[src/rtl/pipe_ctrl.sv]
// ---------------------------------------------------------------------------
// pipe_ctrl : stall/flush sequencer for the 6-stage pipeline
//             (PC, IF, ID, EX, MEM, WB).
//  - Merges per-stage stall requests into one hold vector (1 = hold stage).
//  - Accepts taken-branch redirects from EX and flushes wrong-path work.
//  - If a fetch is still in flight when a redirect arrives, the new PC is
//    parked and IF is told to drain until memory goes idle.
//  - Sticky watchdog flag for a pipeline stalled too long.
// Optional feature macro: PIPE_CTRL_PERF_EN enables the stall-cycle and
// accepted-redirect performance counters; otherwise both ports read zero.
// ---------------------------------------------------------------------------
module pipe_ctrl #(
   parameter int ADDR_W        = 32,
   parameter int STALL_TIMEOUT = 1024,
   parameter int WDOG_W        = 11
) (
   input  logic              clk,
   input  logic              rst,
   input  logic              stallreq_if,
   input  logic              stallreq_id,
   input  logic              stallreq_ex,
   input  logic              stallreq_mem,
   input  logic              branch_flag_i,
   input  logic [ADDR_W-1:0] branch_target_i,
   output logic [5:0]        stall,
   output logic              flush_o,
   output logic              new_pc_valid_o,
   output logic [ADDR_W-1:0] new_pc_o,
   output logic              drain_o,
   output logic              hang_o,
   output logic [31:0]       stall_cycles_o,
   output logic [31:0]       flush_cnt_o
);

   typedef enum logic [0:0] {
      S_RUN   = 1'b0,
      S_DRAIN = 1'b1
   } state_t;

   localparam logic [WDOG_W-1:0] WDOG_LIMIT = WDOG_W'(STALL_TIMEOUT);

   state_t            state_q, state_d;
   logic [ADDR_W-1:0] pend_pc_q, pend_pc_d;
   logic [WDOG_W-1:0] wdog_q, wdog_d;
   logic              hang_q, hang_d;

   logic              accept_s;
   logic [5:0]        stall_s;
   logic              flush_s;
   logic              npc_valid_s;
   logic [ADDR_W-1:0] npc_s;
   logic              drain_s;
   logic              stall_nz_s;

   // Redirect acceptance: only in RUN and only when EX/MEM are not frozen
   // (a frozen EX keeps the flag high, so it is taken once the stall clears).
   always_comb begin
      accept_s = (state_q == S_RUN) & branch_flag_i & ~stallreq_ex & ~stallreq_mem;
   end

   // Stall vector priority: MEM over EX over redirect over drain over load-use
   // over fetch; a flush beats a load-use stall since the ID op is wrong-path.
   always_comb begin
      stall_s = 6'b000000;
      if (stallreq_mem) begin
         stall_s = 6'b011111;
      end else if (stallreq_ex) begin
         stall_s = 6'b001111;
      end else if (accept_s && stallreq_if) begin
         stall_s = 6'b000011;
      end else if (accept_s) begin
         stall_s = 6'b000000;
      end else if (state_q == S_DRAIN) begin
         stall_s = 6'b000011;
      end else if (stallreq_id) begin
         stall_s = 6'b000111;
      end else if (stallreq_if) begin
         stall_s = 6'b000011;
      end else begin
         stall_s = 6'b000000;
      end
      stall_nz_s = |stall_s;
   end

   // Redirect FSM next-state and flush/redirect/drain decode.
   always_comb begin
      state_d     = state_q;
      pend_pc_d   = pend_pc_q;
      flush_s     = 1'b0;
      npc_valid_s = 1'b0;
      npc_s       = '0;
      drain_s     = 1'b0;
      case (state_q)
         S_RUN: begin
            if (accept_s) begin
               flush_s = 1'b1;
               if (stallreq_if) begin
                  // Fetch still in flight: park the target, discard the fetch.
                  drain_s   = 1'b1;
                  pend_pc_d = branch_target_i;
                  state_d   = S_DRAIN;
               end else begin
                  npc_valid_s = 1'b1;
                  npc_s       = branch_target_i;
               end
            end else begin
               state_d = S_RUN;
            end
         end
         S_DRAIN: begin
            // Only bubbles sit downstream, so branch/load-use inputs are moot.
            drain_s = 1'b1;
            if (!stallreq_if) begin
               npc_valid_s = 1'b1;
               npc_s       = pend_pc_q;
               state_d     = S_RUN;
            end else begin
               state_d = S_DRAIN;
            end
         end
         default: begin
            state_d = S_RUN;
         end
      endcase
   end

   // Watchdog: count consecutive stalled cycles, saturate, latch hang flag.
   always_comb begin
      if (!stall_nz_s) begin
         wdog_d = '0;
      end else if (wdog_q == WDOG_LIMIT) begin
         wdog_d = wdog_q;
      end else begin
         wdog_d = wdog_q + {{(WDOG_W-1){1'b0}}, 1'b1};
      end
      hang_d = hang_q | (wdog_d == WDOG_LIMIT);
   end

   // State, parked redirect target and watchdog registers.
   always_ff @(posedge clk or negedge rst) begin
      if (!rst) begin
         state_q   <= S_RUN;
         pend_pc_q <= '0;
         wdog_q    <= '0;
         hang_q    <= 1'b0;
      end else begin
         state_q   <= state_d;
         pend_pc_q <= pend_pc_d;
         wdog_q    <= wdog_d;
         hang_q    <= hang_d;
      end
   end

   // Outputs: combinational decode, forced quiet while reset is asserted.
   always_comb begin
      if (!rst) begin
         stall          = 6'b000000;
         flush_o        = 1'b0;
         new_pc_valid_o = 1'b0;
         new_pc_o       = '0;
         drain_o        = 1'b0;
      end else begin
         stall          = stall_s;
         flush_o        = flush_s;
         new_pc_valid_o = npc_valid_s;
         new_pc_o       = npc_s;
         drain_o        = drain_s;
      end
      hang_o = hang_q;
   end

`ifdef PIPE_CTRL_PERF_EN
   logic [31:0] stall_cycles_q, stall_cycles_d;
   logic [31:0] flush_cnt_q, flush_cnt_d;

   // Performance counter increments (free-running, wrap mod 2^32).
   always_comb begin
      if (stall_nz_s) begin
         stall_cycles_d = stall_cycles_q + 32'd1;
      end else begin
         stall_cycles_d = stall_cycles_q;
      end
      if (accept_s) begin
         flush_cnt_d = flush_cnt_q + 32'd1;
      end else begin
         flush_cnt_d = flush_cnt_q;
      end
   end

   // Performance counter registers.
   always_ff @(posedge clk or negedge rst) begin
      if (!rst) begin
         stall_cycles_q <= 32'd0;
         flush_cnt_q    <= 32'd0;
      end else begin
         stall_cycles_q <= stall_cycles_d;
         flush_cnt_q    <= flush_cnt_d;
      end
   end

   assign stall_cycles_o = stall_cycles_q;
   assign flush_cnt_o    = flush_cnt_q;
`else
   assign stall_cycles_o = 32'h0;
   assign flush_cnt_o    = 32'h0;
`endif

endmodule

[config.mk]
export PLATFORM = sky130hd
export DESIGN_NAME = pipe_ctrl
export DESIGN_NICKNAME = d
export VERILOG_FILES = /design/src/rtl/pipe_ctrl.sv
export SDC_FILE = /design/constraint.sdc
export NUM_CORES = 1
export LEC_CHECK = 0
export ABC_AREA = 1
export CAP_MARGIN = 0
export CORE_UTILIZATION = 35
export DETAILED_ROUTE_END_ITERATION = 10
export PLACE_DENSITY = 0.7
export SLEW_MARGIN = 20
export SYNTH_ARGS = -nofsm -noshare
export SYNTH_HDL_FRONTEND = slang
export SYNTH_SLANG_ARGS = --single-unit
[constraint.sdc]
create_clock -name clk -period 1.56 [get_ports clk]
set_input_delay 0.156 -clock clk [delete_from_list [all_inputs] [get_ports clk]]
set_output_delay 0.156 -clock clk [all_outputs]
set_load 0.02 [all_outputs]
# After elaboration in Yosys (flattened, before gate mapping)
# Cells that the tools add are included.
# W data, S select, Z words.
totals:
  word_cells: 44
  ff_bits: 45
  input_bits: 39
  out_inout_bits: 106
op_classes:
  add_sub_neg: 1
  n_eq_ne: 2
  n_bitwise: 7
  n_mux: 27
  n_reduce_logical: 3
ops:
  columns: ["op", "count"]
  rows:
  - ["$mux W32", 4]
  - ["$pmux W32 S2", 1]
  - ["$eq A11 B11 Y1 const B", 2]
  - ["$mux W11", 2]
  - ["$mux W3", 4]
  - ["$add A11 B1 Y11 const B", 1]
  - ["$mux W1", 9]
  - ["$mux W6", 1]
  - ["$pmux W1 S2", 3]
  - ["$reduce_or A6 Y1", 1]
  - ["$mux W5", 1]
  - ["$mux W4", 1]
  - ["$and A1 B1 Y1", 3]
  - ["$not A1 Y1", 3]
  - ["$reduce_and A3 Y1", 1]
  - ["$mux W2", 1]
  - ["$logic_and A1 B1 Y1", 1]
  - ["$or A1 B1 Y1", 1]

# Logic depth before layout (Yosys ltp)
depth:
  ltp_word: 12
  mapped_depth: 11
  ltp_nobuf: 11

# Least setup slack after synthesis
# No wires, ideal clock.
synth_path:
  kind: "reg-to-output"
  startpoint: "reg state_q"
  endpoint: "out new_pc_o[10]"
  arrival_time_ns: 1.287
  setup_slack_ns: 0.117
  required_time_ns: 1.404
  n_path_buf: 1
  stages_incl_launch_ff: 7
  path_cell_list: "dfrtp_1 -> nor2_1 -> nand2_1 -> nand2_1 -> nand3_2 -> buf_2 -> a211oi_2"
synth_between:
  elab_chain_cells: 7
synth_lines:
  columns: ["element", "line", "source"]
  rows:
  - ["start, declared", "42", "state_t state_q, state_d;"]
  - ["start signal, assigned", "147", "state_q <= state_d;"]
  - ["$not A1 Y1 (no line)", null, null]
  - ["$and A1 B1 Y1 (3 in a row)", "58", "accept_s = (state_q == S_RUN) & branch_flag_i & ~stallreq_ex & ~stallreq_mem;"]
  - ["$mux W32", "95", "if (accept_s) begin"]
  - ["$pmux W32 S2 *", "93", "case (state_q)"]
  - ["$mux W32 *", "156", "if (!rst) begin"]
  - ["end, declared", "28", "output logic [ADDR_W-1:0] new_pc_o,"]
# Every way passes the cells marked *; elsewhere a longest branch is shown, timed or not.

# Worst setup path in the final report
layout_path:
  startpoint: "reg state_q"
  endpoint: "out new_pc_o[24]"
# Same word-level chain as after synthesis.

==> results by group <==
Worst setup path
  – CP max stage delay: 420 ps
  – CP dominant cell by count: nand2_1
  – CP Launch Type: register
  – Slowest cell on crit path: dfrtp_1
  – Crit path capture type: output port
  – Crit path cell chain: nor2_2 -> nand2_1 -> nand2_1 -> nand3_2 -> buf_12 -> a211oi_2 -> buf_4
  – CP Data Required Time: around 1400 ps
  – Worst path bufs/invs: 2
  – WS Path Type: reg2out
  – Critical path arrival: about 1700 ps
  – Crit path max-delay family: flip-flops
  – CP max FO: 33

Timing
  – Worst-Margin Slew: roughly 510 ps
  – RSZ-0062 raised after global routing: true
  – Post-route setup slack: -260.5 ps
  – Final hold viol count: 0
  – Min Tclk post-route: 1821 ps
  – Setup-failing EPs final: 34
  – Worst slew margin: between 60% and 70%
  – Final Max Slew Viols: 0
  – Hold slack: between 100 and 150 ps
  – Crit share post-route: 116.7%
  – Fmax: 0.5493 GHz
  – Final Skew: just over 10 ps

Job
  – MaxCap Viol Count: 0

Synth
  – #FFs+latches synth: 45
  – Syn Area/Cell: between 7 and 8 um^2
  – Mapped Area: roughly 3200 um^2
  – Ys Warns: 0
  – Post-Syn Instances: about 410
  – Synth unique cells: 25
  – Sequential fraction of the synthesis area: a little over a third

CTS
  – Clock Latency Late Sink: 300 ps
  – Htree depth: 2
  – CTS tree: built
  – Root buffer cell: clkbuf_8
  – Clock Path Buffers: 2
  – CTS buffer count: 5
  – Worst-path clk slew: approximately 90 ps
  – # clock sinks: between 40 and 50

Finish
  – Layout cells sized above 1: approximately 30%
  – Final #Nets: between 500 and 600
  – # diodes: 0
  – Fillers: roughly 810
  – Sequential cell area: between 1000 and 1500 um^2
  – Area of the multi-input gates: 1635 um^2
  – Area grow syn2layout: 34.47%

Drt
  – Drt initial violations: 124
  – DRC errors left: 0
  – Routed len/inst: 11.22 um
  – Routed vias/inst: ~4.4
  – Antenna-violating nets left: 0
  – DRT Wirelength: 6900 um
  – Via count: 2,692
  – DRT Pass-1 Iters: 4

Placement
  – PortBufs: just under 80
  – Placed wire-length estimate: just under 5000 um
  – Gp weighted congestion: around 0.79
  – Pre-CTS setup slack: -702.7 ps

Pwr
  – Peak supply drop: 0.4631 mV
  – Power share of the clock group: roughly 22%
  – Tot Pwr: between 0.003 and 0.004 W
  – Part of the power in combinational logic: 36.6%
  – Pleak: about 2.3 nW
  – Internal Power: roughly 0.0025 W
  – Switching share of total power: a little over a third
  – Pwr dens: slightly above 900 nW/um^2
  – Sequential power share: about two fifths
  – Psw: approximately 0.0014 W

Min path
  – Hold Crit Class: in2async

GRT
  – First-pass GRT wire length: approximately 11,000 um
  – Vias in the first global route: roughly 2,600
  – Total gr overflow: 0
  – Initial antenna violation count: 0
  – Largest net degree at the start of global routing: 66
  – GRT Util Overall: between 10% and 20%

Die
  – Die X: 97.10 um
  – Placeable core area: 8721 um^2
  – Num rows: 34
  – Die ar.: between 9000 and 10,000 um^2
  – IO Pins: 145
  – Initial Utilization: 36.30%
  – Die Y: 97.10 um

Status
  – Outcome: finished with violations
  – Failing checks: negative setup slack
## kinds of logic after synthesis
group / share of synthesized area (%)
flops: 35.57
fa+ha+maj: 0.7904
other cells: 0.1185
buf+inv: 25.34
compound gates: 17.87
simple gates: 19.76
xor+xnor: 0.5535
## cell usage after synthesis, drive strengths merged
cell type   n  share of area, %
clkbuf      6              0.71
or2         3              0.59
nand2      69               8.5
nor2       49               6.5
nand4       1              0.20
xor2        2              0.55
a211oi     32                12
nor3        1              0.16
a21oi       3              0.47
conb        1              0.12
buf        78                18
dfrtp      45                36
ha          2              0.79
nand3      19               3.3
nand3b      2              0.47
inv        59               7.0
o21ai      33               5.2
## power by group through the flow
stage	clock network, W	registers (W)	logic, W
floorplan	0	0.00158	0.000887
global placement	0	0.00162	0.00119
detailed placement	0	0.00163	0.00122
CTS	0.000916	0.00162	0.00125
global route	0.000959	0.00166	0.00160
finish	0.000884	0.00163	0.00145
## stage by stage
step                utilization, %  cell area (um^2)  setup TNS, ps  cells
floorplan                        -              3406              0    469
global placement             45.85              3999         -26020    600
detailed placement           45.85              3999         -27630    600
CTS                          46.64              4068          -8157    611
global route                 48.81              4257         -11060    615
finish                       48.81              4257          -7608    615
## state kept, by name (all words and copies together) (netlist names)
register / cells
pend_pc_q: 32
wdog_q: 11
hang_o: 1
state_q: 1
## layout by cell type (no fill, tap or decap), types with 2 or more instances in the layout
cell,synthesis,routed
conb_1,1,65
buf_4,67,61
nand2_1,65,58
inv_1,58,55
dfrtp_1,45,45
nor2_1,44,41
clkdlybuf4s50_1,0,38
a211oi_2,29,32
o21ai_0,29,29
nand3_2,2,13
nand2_2,4,10
nand3_1,17,5
clkbuf_8,0,5
inv_2,1,4
nor2_4,2,4
nor2_2,3,4
o21ai_1,4,4
or2_1,3,3
buf_2,11,3
buf_12,0,3
nand3b_1,2,2
xor2_1,2,2
clkdlybuf4s15_1,0,2
## repair_timing
action	in CTS	in global routing
cloned	0	1
setup buffers	2	3
resized for setup	188	38
hold buffers	1	0
setup endpoints to repair	40	46
endpoints found under the hold margin	6	0
pin swaps	1	9
## cell type report
cell class              instances  area share [%]
inverters                      59           5.203
well taps                     108           3.175
repair buffers                114           24.13
multi-input cells             281           38.42
clock buffers                   6           1.705
clock inverters                 2          0.9112
flip-flops and latches         45           26.46
## tightest hold or removal path, cell delays in order
cell	delay [ps]
buf_2	110
buf_4	150
buf_4	440
## per-layer routing
layer  vias to the layer above  global-route usage (%)  routed length (um)
met3                         6                   3.957                 405
met4                         0                   5.626                  66
met5                         -                       0                   0
li1                       1338                       -                   -
met2                        87                   24.81                3412
met1                      1261                   17.37                3016
## path summary, 6_finish.rpt
kind | from | end | slack [ps] | cells after the start
setup / recovery | state_q | new_pc_o[24] | -260 | 7
hold / removal | rst | pend_pc_q[4] | 110 | 3
setup reg to reg | wdog_q[0] | hang_o | 110 | 9
hold reg to reg | hang_o | hang_o | 480 | 2
max in group asynchronous | rst | wdog_q[6] | 890 | 3
min in group clk | branch_target_i[23] | pend_pc_q[23] | 440 | 3
(Power assumes the default switching activity.)
